[src/rtl/detector_jogada.sv]
// detector_jogada: debounces the 4-bit player switches and turns each
// press/release pair into exactly one registered play, reported as a
// one-cycle jogada_feita (one-hot press) or jogada_invalida (anything else).
module detector_jogada #(
    parameter int unsigned DEBOUNCE = 4
) (
    input  logic       clock,
    input  logic       reset,
    input  logic       habilita,
    input  logic [3:0] chaves,
    output logic [3:0] jogada,
    output logic       jogada_feita,
    output logic       jogada_invalida,
    output logic [3:0] db_estado
);

    // Stability target, clamped into the 16-bit counter range (min 1 cycle).
    localparam int unsigned DEB_C  = (DEBOUNCE < 1) ? 1 :
                                     ((DEBOUNCE > 65535) ? 65535 : DEBOUNCE);
    localparam logic [15:0] DEB_M1 = 16'(DEB_C - 1);

    typedef enum logic [3:0] {
        OCIOSO   = 4'h0,
        FILTRA   = 4'h1,
        REGISTRA = 4'h2,
        SOLTA    = 4'h3
    } estado_t;

    estado_t     estado_q, estado_d;
    logic [3:0]  amostra_q, amostra_d;
    logic [15:0] cont_q, cont_d;
    logic [3:0]  jogada_q, jogada_d;
    logic        valido_q, valido_d;   // classification of the press held in REGISTRA
    logic        amostra_onehot;

    assign amostra_onehot = (amostra_q != 4'd0) && ((amostra_q & (amostra_q - 4'd1)) == 4'd0);

    // State and datapath registers; reset overrides everything.
    always_ff @(posedge clock) begin
        if (reset) begin
            estado_q  <= OCIOSO;
            amostra_q <= 4'd0;
            cont_q    <= 16'd0;
            jogada_q  <= 4'd0;
            valido_q  <= 1'b0;
        end else begin
            estado_q  <= estado_d;
            amostra_q <= amostra_d;
            cont_q    <= cont_d;
            jogada_q  <= jogada_d;
            valido_q  <= valido_d;
        end
    end

    // Next-state and datapath updates for press filtering and release wait.
    always_comb begin
        estado_d  = estado_q;
        amostra_d = amostra_q;
        cont_d    = cont_q;
        jogada_d  = jogada_q;
        valido_d  = valido_q;
        case (estado_q)
            OCIOSO: begin
                if (habilita && chaves != 4'd0) begin
                    estado_d  = FILTRA;
                    amostra_d = chaves;
                    cont_d    = 16'd0;
                end
            end
            FILTRA: begin
                if (!habilita || chaves == 4'd0) begin
                    estado_d = OCIOSO;
                end else if (chaves != amostra_q) begin
                    // bounce or a different key: restart the stability window
                    amostra_d = chaves;
                    cont_d    = 16'd0;
                end else if (cont_q == DEB_M1) begin
                    // classify on the edge entering REGISTRA
                    estado_d = REGISTRA;
                    valido_d = amostra_onehot;
                    if (amostra_onehot) jogada_d = amostra_q;
                end else begin
                    cont_d = cont_q + 16'd1;
                end
            end
            REGISTRA: begin
                estado_d = SOLTA;
                cont_d   = 16'd0;
            end
            SOLTA: begin
                if (chaves != 4'd0) begin
                    cont_d = 16'd0;
                end else if (cont_q == DEB_M1) begin
                    estado_d = OCIOSO;
                end else begin
                    cont_d = cont_q + 16'd1;
                end
            end
            default: estado_d = OCIOSO;
        endcase
    end

    // Moore pulses: REGISTRA lasts one cycle, the flag picks which pulse.
    assign jogada_feita    = (estado_q == REGISTRA) &&  valido_q;
    assign jogada_invalida = (estado_q == REGISTRA) && !valido_q;
    assign jogada          = jogada_q;
    assign db_estado       = estado_q;

endmodule
[config.mk]
export PLATFORM = sky130hd
export DESIGN_NAME = detector_jogada
export DESIGN_NICKNAME = d
export VERILOG_FILES = /design/src/rtl/detector_jogada.sv
export SDC_FILE = /design/constraint.sdc
export NUM_CORES = 1
export LEC_CHECK = 0
export ABC_AREA = 1
export BUFFER_PORTS_ARGS = -buffer_cell sky130_fd_sc_hd__buf_2
export CORE_MARGIN = 2
export CORE_UTILIZATION = 53
export DETAILED_ROUTE_END_ITERATION = 10
export GPL_TIMING_DRIVEN = 0
export PLACE_DENSITY = 0.75
export SYNTH_ARGS = -nofsm -noshare
export SYNTH_HDL_FRONTEND = slang
export SYNTH_SLANG_ARGS = --single-unit
[constraint.sdc]
create_clock -name clock -period 1.57 [get_ports clock]
set_input_delay 0 -clock clock [delete_from_list [all_inputs] [get_ports clock]]
set_output_delay 0 -clock clock [all_outputs]
set_load 0.01 [all_outputs]
==> Yosys cells after proc, flatten, opt, wreduce, memory -nomap -nowiden <==
Cells that the tools add are included.
{ "classes": {"bitwise_logic": 3, "eq_ne": 12, "mux": 17, "n_addsub": 2, "reduce_logical": 19} }
{ "ops": {"columns": ["cell", "count"], "rows": [
  ["two-way mux 16 bit", 5],
  ["case mux 16 bit (4 select lines)", 1],
  ["two-way mux 4 bit", 9],
  ["adder 16 x 1 -> 16 bit (second input constant)", 1],
  ["== test 16 x 2 -> 1 bit (second input constant)", 1],
  ["case mux 4 bit (4 select lines)", 1],
  ["logical NOT 4 bit", 3],
  ["nonzero test 4 bit", 3],
  ["inequality test 2 bit (second input constant)", 5],
  ["AND reduction 5 bit", 2],
  ["== test 4 x 2 -> 1 bit (second input constant)", 2],
  ["case mux 4 bit (2 select lines)", 1],
  ["AND reduction 4 bit", 2],
  ["inequality test 3 bit (second input constant)", 2],
  ["AND 4 bit", 1],
  ["== test 4 x 1 -> 1 bit (second input constant)", 1],
  ["logical AND 1 bit", 4],
  ["inequality test 4 bit", 1],
  ["subtractor 4 x 1 -> 4 bit (second input constant)", 1],
  ["AND reduction 3 bit", 1],
  ["logical NOT 1 bit", 2],
  ["inverter 1 bit", 2],
  ["nonzero test 2 bit", 1],
  ["logical OR 1 bit", 1]
]} }
{ "word_totals": {"wordCells": 58, "output_inout_bits": 10, "inputBits": 7, "regBits": 29} }

==> Depth between registers and ports, before layout <==
{ "depth": {"depth_word": 5, "depth_mapped": 11, "ltp_nobuf": 11} }

==> Least setup slack after synthesis <==
OpenSTA, ideal clock, no wires.
{ "synth_path": {"path_kind": "reg-to-reg", "startpoint": "register cont_q[0]", "endpoint": "register cont_q[12]", "n_path_buf": 0, "required_ns": 1.447, "period_less_slack_ns": 1.461, "setup_ns": 0.123, "arrival_ns": 1.338, "path_slack_ns": 0.109, "stages_incl_launch_ff": 9, "cell_sequence": "dfxtp_1 ha_1 inv_1 nor2_1 nand3_1 nor2_2 nand2_1 nor3_1 nor3b_2"} }
{ "synth_via": {"elab_chain_cells": 5, "elab_cells_between_ends": 7, "cone_classes": "add/sub: 1; eq/ne: 1; mux: 5"} }
{ "synth_rtl": {"columns": ["element", "line", "rtl"], "rows": [
  ["start, declared", "31", "logic [15:0] cont_q, cont_d;"],
  ["start signal, assigned", "49", "cont_q <= cont_d;"],
  ["adder 16 x 1 -> 16 bit / == test 16 x 2 -> 1 bit (equally long branches)", null, null],
  ["two-way mux 16 bit (*)", "77, 93", null],
  ["two-way mux 16 bit", "73", "end else if (chaves != amostra_q) begin"],
  ["two-way mux 16 bit", "71", "if (!habilita || chaves == 4'd0) begin"],
  ["case mux 16 bit (4 select lines) (*)", "62", "case (estado_q)"]
]} }
Mark *: on every way between the ends. The rest lies on a longest branch, timed or not. The select of a mux whose other input is x is not followed.
A chain may end at the register's enable or synchronous reset.

==> Worst setup path in the final report <==
Same ends and word-level chain as after synthesis.

==> metrics.txt <==
TritonCTS buffer count=3; Detailed Route Iter0 Violations=102; total design power=1.23 mW; DRC=0; Max Fclk=685 MHz; WL per Instance=10.7 um; min Tclk post-route=1.46 ns; Final setup viols=0; CTS Sinks=27; WL final=3660 um; Cell variety after synth=32; GR Layer Usage met1=31.1%; dpl cell area=1870 um^2; average size of a mapped cell=6.37 um^2; layout cells sized above 1=26.4%; GRT Max-Usage Layer=met2; grt met3 use=2.94%; EDFF count, synth=0; Syn Inst Count=274; leading post-synthesis cells by instance count=68 x nand2_1, 57 x nor2_1, 35 x inv_1, 27 x dfxtp_1, 16 x nand3_1; unrepaired setup endpoints after global routing=false; kind of end point of the critical path=flip-flop; DRT Pass-1 Iters=4; largest area contributor in the netlist=dfxtp_1; largest net degree at the start of global routing=16; maxcap violations=0; Finished Cell Area=2050 um^2; most numerous cell in the Yosys netlist=nand2_1; H-tree depth=1; Pins Over Slew Limit=0; DR vias/cell=4.91; hold slack=0.00181 ns; starting density of the core=56.3%; clock-pin slew on the worst setup and hold paths=0.16 ns; Pleak=0.881 nW; core area=3100 um^2; met2 track demand over resource=32.5%; Multi-input gate area=1090 um^2; first-pass GRT wire length=6050 um; share of the synthesized area in the top cell type=31.0%; arrival time of the worst setup path=1.72 ns; synthesized cell area=1750 um^2; row count=20; ANT cells=0; FF/Latch Area=558 um^2; Total Die Area=3770 um^2; VDD IR max=0.000311 V; status=complete, no violations; top-level I/O count=17; DIE WIDTH=61.4 um; P per Cell Area=603 nW/um^2; CP max FO=4; Final Hold Fails=0; Worst EP required=1.83 ns; clk root buf=clkbuf_4; CTS tree=done; number of global-route vias before repair=1,442; #FFs+latches synth=27; Seq/Total Area, Yosys=31.0%; Hold Crit Class=in -> reg; number of antenna violations at the first check in global routing=0; crit start category=flip-flop; Die Ht=61.4 um; DP Wirelength=2670 um; Max Root-Sink Buffers=2; total of warnings raised by yosys=0; critical path class=reg -> reg; period utilization=93.0%; PortBufs=14; Final Net Count=308; Main synth FF type=dfxtp_1; Final Skew=0.0170 ns; post-route ant nets=0; synth-to-layout area growth=17.2%; gr usage total=21.4%; GRT overflow=0; Clock Latency Late Sink=0.33 ns; Fillers=294; setup TNS=0 ns; ys async rst share=0%; RD Place Congestion=0.893; via count=1,683; Reg2Reg Setup Slack=0.11 ns; top cells by area, synth=dfxtp_1 31%, nand2_1 15%, nor2_1 12%, inv_1 7.5%, nand3_1 4.6%
flip-flops by register name, indices dropped and copies added (netlist names):
name	cells
amostra_q	4
valido_q	1
cont_q	16
jogada	4
db_estado	2
cell families (layout without fill, tap and decap cells):
logic type      count (synthesis)  in the layout  share of synthesized area [%]
buf+inv                        46             69                           11.3
fa+ha+maj                       1              1                          0.717
xor+xnor                        7              7                           3.51
flops                          27             27                           31.0
other cells                     1              2                          0.215
simple gates                  176            177                           48.2
compound gates                 16             16                           5.09
metal layers:
metal,up-vias,part of all wire (%),wire length (um)
met3,5,4.6,168
met5,-,0,0
met4,0,1.2,43
met1,747,50,1840
li1,891,-,-
met2,40,44,1610
placed cells by master, fill, tap and decap left out, types with 2 or more instances in the layout:
cell type      count
dfxtp_4            3
buf_2             15
nor3b_2            2
nor3_2             6
nand3_2            7
nor3_1             2
nor2_4             5
o21ai_1            2
buf_4              5
o21ai_0            7
xor2_1             4
nand3_1           14
conb_1             2
nand2_2           11
clkbuf_4           3
nor2_2             4
nand4_1            2
dlygate4sd3_1      4
dfxtp_1           19
dfxtp_2            5
xnor2_1            3
inv_1             35
a21oi_1            5
nand2_1           65
nor2_1            52
inv_2              5
repair_timing:
action                                  CTS  global route
cloned                                    0             1
pin swaps                                 1             6
setup buffers                             0             2
endpoints found under the setup margin   10            19
hold endpoints to repair                  5             0
gates resized for setup                   7            21
hold buffers                              4             0
per-stage QoR:
stage / setup slack (ns) / cells / utilization [%]
2_1_floorplan: 0.109 / 275 / -
3_3_place_gp: -0.0724 / 333 / 60.4
3_5_place_dp: -0.103 / 333 / 60.4
4_1_cts: 0.0112 / 341 / 63.2
5_1_grt: 0.00323 / 343 / 65.9
6_report: 0.109 / 343 / 65.9
final cells by class:
| class | instances | share of cell area, % |
|---|---|---|
| plain buffers | 5 | 1.90 |
| clock buffers | 3 | 1.10 |
| clock inverters | 1 | 0.245 |
| inverters | 40 | 7.34 |
| multi-input cells | 203 | 53.3 |
| flip-flops and latches | 27 | 27.3 |
| well taps | 44 | 2.69 |
| repair buffers | 20 | 6.12 |
worst max-delay path, stage by stage, from the launching register on:
cell	delay, ns
dfxtp_4	0.40
ha_4	0.15
inv_1	0.07
nor2_4	0.13
nand3_2	0.12
nor2_4	0.16
nand2_1	0.10
o21ai_1	0.11
nor3b_2	0.15
where the power goes:
group	total (mW)	internal (mW)	switching [mW]
Combinational	0.206	0.0811	0.124
Sequential	0.723	0.700	0.0230
Clock	0.306	0.0956	0.210
Total	1.23	0.877	0.358
worst paths after layout:
| check | startpoint | end | cells after the start |
|---|---|---|---|
| max | cont_q[0] | cont_q[12] | 8 |
| min | chaves[2] | amostra_q[2] | 3 |
| max reg2reg | cont_q[0] | cont_q[12] | 8 |
| min reg2reg | valido_q | valido_q | 2 |
Power figures use the tool's default switching activity.
